$ cat config.mk
export PLATFORM = sky130hd
export DESIGN_NAME = tx_word_unpacker
export DESIGN_NICKNAME = d
export VERILOG_FILES = /design/src/rtl/tx_word_unpacker_pkg.sv /design/src/rtl/tx_word_unpacker.sv
export SDC_FILE = /design/constraint.sdc
export NUM_CORES = 1
export LEC_CHECK = 0
export BUFFER_PORTS_ARGS = -buffer_cell sky130_fd_sc_hd__buf_4
export CORE_MARGIN = 2
export CORE_UTILIZATION = 50
export DETAILED_ROUTE_END_ITERATION = 16
export GPL_ROUTABILITY_DRIVEN = 0
export HOLD_SLACK_MARGIN = 0.15
export MAX_ROUTING_LAYER = met4
export PLACE_DENSITY = 0.74
export SLEW_MARGIN = 15
export SYNTH_ARGS = -nofsm -noshare
export SYNTH_HDL_FRONTEND = slang
export SYNTH_SLANG_ARGS = --single-unit
$ cat constraint.sdc
create_clock -name clk -period 2.9 [get_ports clk]
set_clock_uncertainty 0.2 [all_clocks]
set_input_delay 0.145 -clock clk [delete_from_list [all_inputs] [get_ports clk]]
set_output_delay 0.145 -clock clk [all_outputs]
set_load 0.005 [all_outputs]
$ cat src/rtl/tx_word_unpacker_pkg.sv
// Shared constants for the word-to-byte unpacker feeding UART_TX.
// Holds the state encoding and the byte width.
package tx_word_unpacker_pkg;

    localparam int BYTE_W = 8;

    localparam logic [1:0] ST_IDLE  = 2'd0;
    localparam logic [1:0] ST_START = 2'd1;
    localparam logic [1:0] ST_WAIT  = 2'd2;

    typedef enum logic [1:0] {
        IDLE  = ST_IDLE,
        START = ST_START,
        WAIT  = ST_WAIT
    } state_t;

endpackage

$ cat src/rtl/tx_word_unpacker.sv
// Takes one BYTES-wide word and hands it to UART_TX MSB byte first,
// issuing tx_start per byte and waiting for tx_done_tick between bytes.
module tx_word_unpacker
    import tx_word_unpacker_pkg::*;
#(
    parameter int BYTES  = 4,
    parameter int DATA_W = BYTE_W * BYTES,
    parameter int CNT_W  = $clog2(BYTES)
) (
    input  logic              clk,
    input  logic              rst,
    input  logic [DATA_W-1:0] word_in,
    input  logic              word_valid,
    output logic              word_ready,
    output logic [BYTE_W-1:0] tx_data,
    output logic              tx_start,
    input  logic              tx_done_tick,
    output logic              busy,
    output logic              word_done
);

    localparam logic [CNT_W-1:0] CNT_LAST = CNT_W'(BYTES - 1);

    state_t              r_state;
    state_t              w_state_nxt;
    logic [DATA_W-1:0]   r_shift;
    logic [DATA_W-1:0]   w_shift_nxt;
    logic [CNT_W-1:0]    r_cnt;
    logic [CNT_W-1:0]    w_cnt_nxt;
    logic                r_word_done;
    logic                w_word_done_nxt;

    always_ff @(posedge clk) begin
        if (rst) begin
            r_state     <= IDLE;
            r_shift     <= '0;
            r_cnt       <= '0;
            r_word_done <= 1'b0;
        end else begin
            r_state     <= w_state_nxt;
            r_shift     <= w_shift_nxt;
            r_cnt       <= w_cnt_nxt;
            r_word_done <= w_word_done_nxt;
        end
    end

    // tx_done_tick only matters in WAIT; IDLE and START ignore it.
    always_comb begin
        w_state_nxt     = r_state;
        w_shift_nxt     = r_shift;
        w_cnt_nxt       = r_cnt;
        w_word_done_nxt = 1'b0;
        case (r_state)
            IDLE: begin
                if (word_valid) begin
                    w_shift_nxt = word_in;
                    w_cnt_nxt   = '0;
                    w_state_nxt = START;
                end
            end
            START: w_state_nxt = WAIT;
            WAIT: begin
                if (tx_done_tick) begin
                    if (r_cnt == CNT_LAST) begin
                        w_state_nxt     = IDLE;
                        w_word_done_nxt = 1'b1;
                    end else begin
                        w_shift_nxt = r_shift << BYTE_W;
                        w_cnt_nxt   = r_cnt + 1'b1;
                        w_state_nxt = START;
                    end
                end
            end
            default: w_state_nxt = IDLE;
        endcase
    end

    // The top byte of the shift register is the byte in flight, so tx_data
    // stays put until the shift on the matching tx_done_tick.
    assign tx_data    = r_shift[DATA_W-1 -: BYTE_W];
    assign tx_start   = (r_state == START);
    assign busy       = (r_state != IDLE);
    assign word_ready = (r_state == IDLE);
    assign word_done  = r_word_done;

endmodule
Word level (Yosys, flattened, before mapping):

Cells that the tools add are included.

* $add $sub $neg: 1
* equality and inequality tests: 6
* muxes and demuxes: 13
* bitwise operators: 2
* reductions and logical operators: 6

Operators with widths (count)
* 2-to-1 mux 32 bit: 3
* case mux 32 bit (2 select lines): 1
* 2-to-1 mux 2 bit: 5
* != test 2 bit (second input constant): 3
* case mux 2 bit (3 select lines): 1
* equality test 2 bit (second input constant): 2
* case mux 2 bit (2 select lines): 1
* AND reduction 4 bit: 1
* nonzero test 2 bit: 2
* OR reduction 3 bit: 1
* adder 2 x 1 -> 2 bit (second input constant): 1
* equality test 2 x 1 -> 1 bit (second input constant): 1
* zero test 2 bit: 1
* 2-to-1 mux 1 bit: 2
* inverter 1 bit: 2
* AND reduction 2 bit: 1

* flip-flop bits (word level): 37
* output and inout port bits: 12

Longest topological paths before layout:

Gate-level depths: netlist of the first run.

* depth after elaboration: 4
* mapped depth: 6
* mapped depth without buffers: 4

Worst setup path after synthesis of the first run:

OpenSTA, ideal clock, no wires.

* kind: flip-flop to flip-flop
* from: register r_cnt[0]
* to: register r_shift[21]
* setup time: 0.147 ns
* arrival: 1.233 ns
* data required time: 2.553 ns
* path slack: 1.321 ns
* stages on the path, launching flop included: 7
* path buffers: 2
* clock period less this slack: 1.579 ns
* cell sequence: dfxtp_1 -> ha_1 -> and4bb_1 -> buf_4 -> buf_2 -> nor3_1 -> a211oi_2

* longest elaborated chain between the ends: 3

Ends and longest elaborated chain
* start, declared: line tx_word_unpacker.sv:28 `logic [CNT_W-1:0] r_cnt;`
* start signal, assigned: line tx_word_unpacker.sv:42 `r_cnt <= w_cnt_nxt;`
* equality test 2 bit: line tx_word_unpacker.sv:64 `if (r_cnt == CNT_LAST) begin`
* != test 2 bit (no line)
* AND reduction 4 bit (no line)
* end signal, assigned: line tx_word_unpacker.sv:41 `r_shift <= w_shift_nxt;`
* end, declared: line tx_word_unpacker.sv:26 `logic [DATA_W-1:0] r_shift;`

No other way between the ends.
A chain may end at the register's enable or synchronous reset.

Worst setup path in the final report of the first run:

* from: register r_cnt[0]
* to: register r_shift[2]

Same word-level chain as after synthesis.

==> impl_metrics.py, run 1 <==
metrics = {
    "grt": {
        "met2_usage_pct": 41.5,
        "grt_pass1_wl_um": 8050,
        "gr-usage-met3_pct": 7.22,
        "grt_pass1_vias": 1784,
        "antenna_found_initial": 0,
        "use_met1_pct": 31.0,
        "grt_usage_pct": 25.9,
        "grt.busiest_layer": "met2",
        "grt_max_degree": 31,
        "gr-total-overflow": 0,
    },
    "detailed_routing": {
        "drt-initial-drc-count": 86,
        "routed_wl_um": 4630,
        "ant_nets": 0,
        "vias": 1695,
        "drc_errors": 0,
        "drtPass1Iterations": 4,
        "wl_per_cell_um": 15.0,
        "viasPerCell": 5.50,
    },
    "worst_setup_path": {
        "cp_max_fo": 14,
        "rr_worst_depth": 5,
        "path_class": "flop to flop",
        "required_ps": 2940,
        "reg2reg_from": "r_cnt[0]$_SDFFE_PP0P_",
        "crit_start": "r_cnt[0]$_SDFFE_PP0P_",
        "arrival_ps": 2530,
        "startpoint_type": "flop",
        "critPathCaptureType": "flop",
    },
    "sta": {
        "worstMarginPinSlew_ps": 592,
        "finalHoldViolCount": 0,
        "period_share_pct": 85.6,
        "rsz0062_at_grt": "no",
        "slew_violations": 0,
        "finalSetupTns_ps": 0,
        "fin_crit_ps": 2480,
        "max_freq_mhz": 403,
        "finalSetupViolations": 0,
        "worst_slew_margin_rel_pct": 60.5,
    },
    "floorplanning": {
        "die_area_um2": 4090,
        "start_util_pct": 53.1,
        "die_w_um": 64.0,
        "core_area_um2": 3390,
        "die_h_um": 64.0,
        "io_pins": 48,
        "rows": 21,
    },
    "cells_and_area": {
        "seqCellArea_um2": 741,
        "final_area_um2": 2590,
        "drive_above_1_share_pct": 32.8,
        "fin_nets": 298,
        "nFillCells": 231,
        "multiInputGateArea_um2": 886,
        "insertedDiodeCount": 0,
        "synthToLayoutAreaGrowth_pct": 43.9,
    },
    "worst_hold_path": {
        "hp-start": "word_valid",
        "holdPathStages": 4,
        "hold_path_class": "input pin to flop",
    },
    "clock_tree": {
        "cts_setup_buffers": 0,
        "clock-sinks": 37,
        "cts_tree": "built",
        "clkLatencyLatePin_ps": 350,
        "htreeDepth": 2,
        "post_cts_resized": 0,
        "root_buffer": "clkbuf_4",
        "ctsLongestPathBuffers": 2,
        "path_clk_slew_ps": 120,
        "cts_buffers": 5,
    },
    "yosys": {
        "yosysMostFrequentCell": "dfxtp_1",
        "synth_area_um2": 1800,
        "async_flop_share_pct": 0,
        "synth_area_leaders": "dfxtp_1, a211oi_2, a21oi_1, nor3_1, o21ai_0",
        "synth_cells": 186,
        "yosysTopAreaCellShare_pct": 41.2,
        "synth_edf_count": 0,
        "yosysUniqueCellTypes": 29,
        "ys_seq_area_share_pct": 41.2,
        "yosysWarningCount": 0,
        "synth_nets": 223,
        "ys.flop_type": "dfxtp_1",
        "yosys-top-cells-count": "dfxtp_1, a21oi_1, nor3_1",
        "ys_ff_latch": 37,
        "avgSynthCellArea_um2": 9.67,
        "synth_top_area_cell": "dfxtp_1",
    },
    "run_status": {
        "status": "finished, final reports clean",
    },
    "run": {
        "drv_cap": 0,
    },
    "pwr": {
        "p_leak_nw": 1.03,
        "ir_drop_mv": 0.385,
        "powerDensity_nw_per_um2": 492,
    },
    "placed_design": {
        "placed_area_um2": 2070,
        "hpwl_um": 2810,
        "numPortBuffers": 47,
    },
}
==> final cells by class <==
class	instances	share of cell area, %
clock inverter	2	1.45
clock buffer	6	1.98
tap	46	2.22
timing repair buffer	94	31.4
multi-input combinational	122	34.2
sequential	37	28.6
inverter	1	0.145
==> repair_timing <==
action,in CTS,in global routing
hold endpoints to repair,36,0
hold buffers,43,0
endpoints found under the setup margin,0,0
==> final timing paths <==
check | endpoint | slack [ps]
setup / recovery | r_shift[2]$_SDFFE_PP0P_ | 420
hold / removal | r_shift[10]$_SDFFE_PP0P_ | 200
setup reg to reg | r_shift[2]$_SDFFE_PP0P_ | 420
hold reg to reg | r_cnt[1]$_SDFFE_PP0P_ | 310
==> cell usage in the layout (no fill, tap or decap), types with 5 or more instances in the layout <==
master,n
a211oi_2,19
nor3_1,24
buf_4,51
a21oi_1,24
clkbuf_4,5
dfxtp_1,37
a211oi_1,5
o21ai_0,19
dlygate4sd3_1,43
o21ai_1,5
a22o_1,9
==> report_power, final <==
| group | leakage [nW] | internal, mW | total, mW | switching, mW |
|---|---|---|---|---|
| Clock | 0.0445 | 0.205 | 0.385 | 0.180 |
| Sequential | 0.305 | 0.556 | 0.586 | 0.0302 |
| Combinational | 0.685 | 0.163 | 0.304 | 0.141 |
==> sequential cells by signal, indices dropped and copies added (netlist names) <==
signal / flops
word_done: 1
r_cnt: 2
r_state: 2
r_shift: 32
==> cell families (layout without fill, tap and decap cells) <==
group,Yosys count,after routing,share of synthesized area (%)
compound gates,82,82,33.6
mux,1,1,0.834
flops,37,37,41.2
simple gates,38,38,14.1
fa+ha+maj,1,1,0.695
buf+inv,27,103,9.60
==> metrics by stage <==
stage          worst slack (ps)  total power [mW]  hold slack [ps]  cells  utilization [%]
6_report                    417              1.27              198    308             76.4
5_1_grt                     264              1.34              174    308             76.4
4_1_cts                     445              1.28              176    308             76.4
3_5_place_dp                906             0.848              162    257             61.1
3_3_place_gp                914             0.841              160    257             61.1
2_1_floorplan              1320             0.776             70.7    186                -
==> worst max-delay path, cell delays in order (launching register included) <==
cell and delay (ps):
dfxtp_1 340, ha_1 230, and4bb_1 620, nor3_4 150, a22o_1 270, dlygate4sd3_1 560
==> per-layer routing <==
layer | part of all wire [%] | wire length, um | up-vias
li1 | - | - | 838
met1 | 43 | 1990 | 796
met3 | 5.1 | 236 | 7
met4 | 1.1 | 53 | 0
met5 | 0 | 0 | -
met2 | 51 | 2350 | 54
(Power assumes the default switching activity.)
==> run 2, diff against run 1 <==
--- a/config.mk
+++ b/config.mk
@@ -15,2 +15,3 @@
 export PLACE_DENSITY = 0.74
+export RECOVER_POWER = 25
 export SLEW_MARGIN = 15
==> constraint.sdc (replaced) <==
create_clock -name clk -period 2.9 [get_ports clk]
set_clock_uncertainty 0.2 [all_clocks]
set_input_delay 0.58 -clock clk [delete_from_list [all_inputs] [get_ports clk]]
set_output_delay 0.58 -clock clk [all_outputs]
set_load 0.005 [all_outputs]
==> run 2 against run 1 <==
Net effect:
- maximum frequency increased by 9.0%
- flip-flop and latch count is the same
- combinational power is 18% lower
- core utilization is 14 points lower
- register-to-register slack improved by 210 ps
- clock power is 32% lower
- setup slack gained 210 ps
- critical endpoint is now r_cnt[0]$_SDFFE_PP0P_
- highest routed layer unchanged
==> impl_metrics.py, run 2 (synthesized netlist as in run 1, its figures left out) <==
metrics = {
    "cells_and_area": {
        "final_common_cell": "buf_4",
        "seqCellArea_um2": 741,
        "reg.largest.list": "r_shift x32, r_cnt x2, r_state x2",
        "multiInputGateArea_um2": 878,
        "final_cell_mix": "buf_4, dfxtp_1, a21oi_1, nor3_1",
        "insertedDiodeCount": 0,
        "drive_above_1_share_pct": 38.1,
        "largest_reg_flops": 32,
        "fin_nets": 254,
        "nFillCells": 306,
        "top_register": "r_shift",
        "final_area_um2": 2110,
        "synthToLayoutAreaGrowth_pct": 17.1,
    },
    "sta": {
        "rsz0062_at_grt": "no",
        "fin_crit_ps": 2280,
        "worst_slew_margin_rel_pct": 35.6,
        "worstMarginPinSlew_ps": 966,
        "finalSetupViolations": 0,
        "max_freq_mhz": 439,
        "finalHoldViolCount": 0,
        "hold_ws_ps": 242,
        "period_share_pct": 78.5,
        "finalSetupTns_ps": 0,
        "setup_ws_ps": 622,
        "slew_violations": 0,
    },
    "clock_tree": {
        "htreeDepth": 2,
        "post_cts_resized": 0,
        "cts_buffers": 5,
        "cts_hold_buffers": 0,
        "path_clk_slew_ps": 110,
        "cts_tree": "built",
        "cts_setup_buffers": 0,
        "clock-sinks": 37,
        "clkLatencyLatePin_ps": 340,
        "ctsLongestPathBuffers": 2,
        "root_buffer": "clkbuf_4",
    },
    "detailed_routing": {
        "drc_errors": 0,
        "vias": 1533,
        "routed_wl_um": 4080,
        "drt-initial-drc-count": 62,
        "wl_per_cell_um": 15.5,
        "drtPass1Iterations": 4,
        "ant_nets": 0,
        "viasPerCell": 5.81,
    },
    "pwr": {
        "ir_drop_mv": 0.215,
        "powerDensity_nw_per_um2": 519,
        "p_total_mw": 1.09,
        "p_leak_nw": 0.811,
    },
    "floorplanning": {
        "die_area_um2": 4090,
        "io_pins": 48,
        "rows": 21,
        "start_util_pct": 53.1,
        "die_w_um": 64.0,
        "core_area_um2": 3390,
        "die_h_um": 64.0,
    },
    "placed_design": {
        "placed_area_um2": 2060,
        "hpwl_um": 2770,
        "numPortBuffers": 47,
        "pre_cts_slack_ps": 590,
    },
    "grt": {
        "grt_max_degree": 31,
        "antenna_found_initial": 0,
        "grt_pass1_wl_um": 6960,
        "gr-total-overflow": 0,
        "met2_usage_pct": 35.7,
        "grt.busiest_layer": "met2",
        "use_met1_pct": 27.5,
        "gr-usage-met3_pct": 6.16,
        "grt_usage_pct": 22.2,
        "grt_pass1_vias": 1514,
    },
    "worst_setup_path": {
        "arrival_ps": 2310,
        "required_ps": 2940,
        "startpoint_type": "flop",
        "reg2reg_slack_ps": 620,
        "critPathCaptureType": "flop",
        "cp_max_fo": 26,
        "path_class": "flop to flop",
    },
    "run": {
        "drv_cap": 0,
    },
    "run_status": {
        "status": "finished, final reports clean",
    },
    "worst_hold_path": {
        "hold_path_class": "input pin to flop",
    },
}
## run 2: cell count changes in the layout (fill, tap and decap cells not counted), sizes merged
cell | before | now
bufinv | 1 | 0
clkinv | 0 | 2
clkinvlp | 1 | 0
buf | 51 | 41
dlygate4sd3 | 43 | 0
clkbuf | 6 | 15
## run 2: metal layers
metal	vias to the layer above	share of wire [%]
met1	734	44
met3	9	4.3
li1	752	-
met5	-	0
met4	0	1.5
met2	38	50
## run 2: stage by stage
stage | utilization, % | instances
2_1_floorplan | - | 186
3_3_place_gp | 60.9 | 256
3_5_place_dp | 60.9 | 256
4_1_cts | 62.4 | 264
5_1_grt | 62.2 | 264
6_report | 62.2 | 264
## run 2: path summary, 6_finish.rpt
check | from | to | cells after the start
setup / recovery | r_cnt[0]$_SDFFE_PP0P_ | r_cnt[0]$_SDFFE_PP0P_ | 4
setup reg to reg | r_cnt[0]$_SDFFE_PP0P_ | r_cnt[0]$_SDFFE_PP0P_ | 4
hold reg to reg | r_shift[6]$_SDFFE_PP0P_ | r_shift[6]$_SDFFE_PP0P_ | 1
hold / removal | word_in[0] | r_shift[0]$_SDFFE_PP0P_ | 2
## run 2: critical path: stages (launching register included)
cell	delay (ps)
dfxtp_1	340
ha_1	240
and4bb_1	930
nor3_4	160
mux2_4	310
## run 2: report_power, final
| part | switching [mW] | internal, mW |
|---|---|---|
| sequential | 0.0274 | 0.556 |
| combinational | 0.129 | 0.121 |
| clock | 0.168 | 0.0924 |
## run 2: area by class of cell
cell class                      instances  share of cell area (%)
Clock buffer                            6                    1.96
Clock inverter                          2                   0.475
Multi-Input combinational cell        122                    41.7
Sequential cell                        37                    35.2
Timing Repair Buffer                   50                    17.8
Inverter                                1                   0.178
Tap cell                               46                    2.73
==> run 3, diff against run 2 <==
Settings changed: ABC_AREA set to 1.
Clock period 2.9 ns to 2.4 ns, I/O delays scaled along.
==> run 3 against run 2 <==
Net effect:
- clock power is 67% higher
- final area increased by 8.0%
- hold slack lost 3.5 ps
- total power is 42% higher
==> impl_metrics.py, run 3 <==
metrics = {
    "run_status": {
        "status": "finished, final reports clean",
    },
    "clock_tree": {
        "cts_setup_buffers": 0,
        "root_buffer": "clkbuf_8",
        "cts_buffers": 5,
        "clock-sinks": 37,
        "clkLatencyLatePin_ps": 290,
        "cts_tree": "built",
        "post_cts_resized": 0,
        "path_clk_slew_ps": 70,
        "htreeDepth": 2,
        "cts_hold_buffers": 0,
        "ctsLongestPathBuffers": 2,
    },
    "cells_and_area": {
        "synthToLayoutAreaGrowth_pct": 18.8,
        "top_register": "r_shift",
        "insertedDiodeCount": 0,
        "reg.largest.list": "r_shift x32, r_cnt x2, r_state x2",
        "final_common_cell": "nand2_1",
        "final_cell_mix": "nand2_1, nor2_1, buf_4",
        "fin_nets": 370,
        "largest_reg_flops": 32,
        "drive_above_1_share_pct": 18.9,
    },
    "yosys": {
        "yosysUniqueCellTypes": 20,
        "yosys-top-cells-count": "nand2_1, nor2_1, dfxtp_1",
        "ys_seq_area_share_pct": 38.7,
        "synth_area_leaders": "dfxtp_1, nand2_1, nor2_1, inv_1, nand3_1",
        "ys.flop_type": "dfxtp_1",
        "synth_area_um2": 1920,
        "yosysMostFrequentCell": "nand2_1",
        "yosysWarningCount": 0,
        "synth_top_area_cell": "dfxtp_1",
        "synth_edf_count": 0,
        "ys_ff_latch": 37,
        "async_flop_share_pct": 0,
        "yosysTopAreaCellShare_pct": 38.7,
        "synth_nets": 336,
        "synth_cells": 299,
        "avgSynthCellArea_um2": 6.41,
    },
    "detailed_routing": {
        "route.met2.wl_um": 1780,
        "wl_met1_um": 1700,
        "wl_per_cell_um": 9.80,
        "met3RoutedLength_um": 183,
        "ant_nets": 0,
        "drt-initial-drc-count": 109,
        "drtPass1Iterations": 6,
        "drc_errors": 0,
        "routed.top_layer": "met4",
        "routed_wl_um": 3730,
        "vias": 1742,
        "viasPerCell": 4.57,
    },
    "pwr": {
        "comb_power_share_pct": 26.0,
        "powerDensity_nw_per_um2": 685,
        "ir_drop_mv": 0.368,
        "p_int_mw": 1.09,
        "p_clk_share_pct": 27.9,
        "p_leak_nw": 1.22,
        "swShare_pct": 29.7,
        "seqPwrFrac_pct": 46.1,
        "switchingPower_mw": 0.463,
    },
    "sta": {
        "finalHoldViolCount": 0,
        "rsz0062_at_grt": "no",
        "hold_ws_ps": 239,
        "worstMarginPinSlew_ps": 907,
        "finalSetupViolations": 0,
        "worst_slew_margin_rel_pct": 39.1,
        "slew_violations": 0,
        "period_share_pct": 82.2,
        "finalSetupTns_ps": 0,
        "fin_crit_ps": 1970,
        "max_freq_mhz": 507,
    },
    "floorplanning": {
        "die_area_um2": 4340,
        "rows": 22,
        "start_util_pct": 52.3,
        "die_w_um": 65.9,
        "io_pins": 48,
        "core_area_um2": 3660,
        "die_h_um": 65.9,
    },
    "worst_setup_path": {
        "startpoint_type": "flop",
        "crit_buf_inv": 2,
        "critPathMaxStageDelay_ps": 370,
        "cp_max_fo": 25,
        "arrival_ps": 1960,
        "path_class": "flop to flop",
        "cpLargestDelayFamily": "simple AND/OR/NAND/NOR gates",
        "crit_chain": "inv_2 -> nand2_2 -> inv_1 -> nand2_2 -> nand3_4 -> nor2_1 -> nor2_1",
        "critPathCaptureType": "flop",
        "slowest_stage": "dfxtp_1",
        "required_ps": 2390,
    },
    "grt": {
        "grt_max_degree": 35,
        "grt_usage_pct": 20.0,
        "gr-total-overflow": 0,
        "grt_pass1_vias": 1552,
        "grt_pass1_wl_um": 6470,
        "antenna_found_initial": 0,
    },
    "run": {
        "drv_cap": 0,
    },
    "worst_hold_path": {
        "hold_path_class": "input pin to flop",
    },
    "placed_design": {
        "numPortBuffers": 47,
        "hpwl_um": 2470,
    },
}
[run 3: final cells by class]
type,instances,area [um^2]
clock buffer,7,86.3
timing repair buffer,50,372
fill,380,1390
sequential,37,741
multi-input combinational,214,923
inverter,25,93.8
tap,48,60.1
[run 3: worst paths after layout]
path | cells past startpoint | slack [ps] | start | endpoint
setup / recovery | 7 | 430 | r_state[0]$_SDFFE_PP0P_ | r_shift[12]$_SDFFE_PP0P_
hold / removal | 2 | 240 | rst | r_state[0]$_SDFFE_PP0P_
setup reg to reg | 7 | 430 | r_state[0]$_SDFFE_PP0P_ | r_shift[12]$_SDFFE_PP0P_
hold reg to reg | 1 | 270 | r_cnt[0]$_SDFFE_PP0P_ | r_cnt[0]$_SDFFE_PP0P_
[run 3: power by group through the flow]
stage | registers (mW) | clock network [mW] | logic (mW)
5_1_grt | 0.726 | 0.471 | 0.470
3_3_place_gp | 0.730 | 0 | 0.407
4_1_cts | 0.719 | 0.438 | 0.413
2_1_floorplan | 0.727 | 0 | 0.324
3_5_place_dp | 0.733 | 0 | 0.410
6_report | 0.719 | 0.435 | 0.404
[run 3: through the flow]
step	area (um^2)	cells	worst slack, ps	power, mW	utilization (%)
CTS	2280	381	523	1.57	62.3
finish	2280	381	427	1.56	62.2
detailed placement	2190	374	446	1.14	59.9
floorplan	1920	299	953	1.05	-
global placement	2190	374	426	1.14	59.9
global route	2280	381	193	1.67	62.2
[run 3: routing by layer]
layer  vias to the layer above  track usage [%]
li1                        966                -
met1                       734             22.0
met2                        37             34.2
met5                         -                -
met3                         5             5.62
met4                         0             7.81
[run 3: logic make-up (layout without fill, tap and decap cells)]
kind of cell / count (synthesis) / in the layout / synth area share (%)
fa+ha+maj: 1 / 1 / 0.653
compound gates: 19 / 19 / 4.96
simple gates: 194 / 194 / 42.6
flops: 37 / 37 / 38.7
buf+inv: 48 / 82 / 13.1
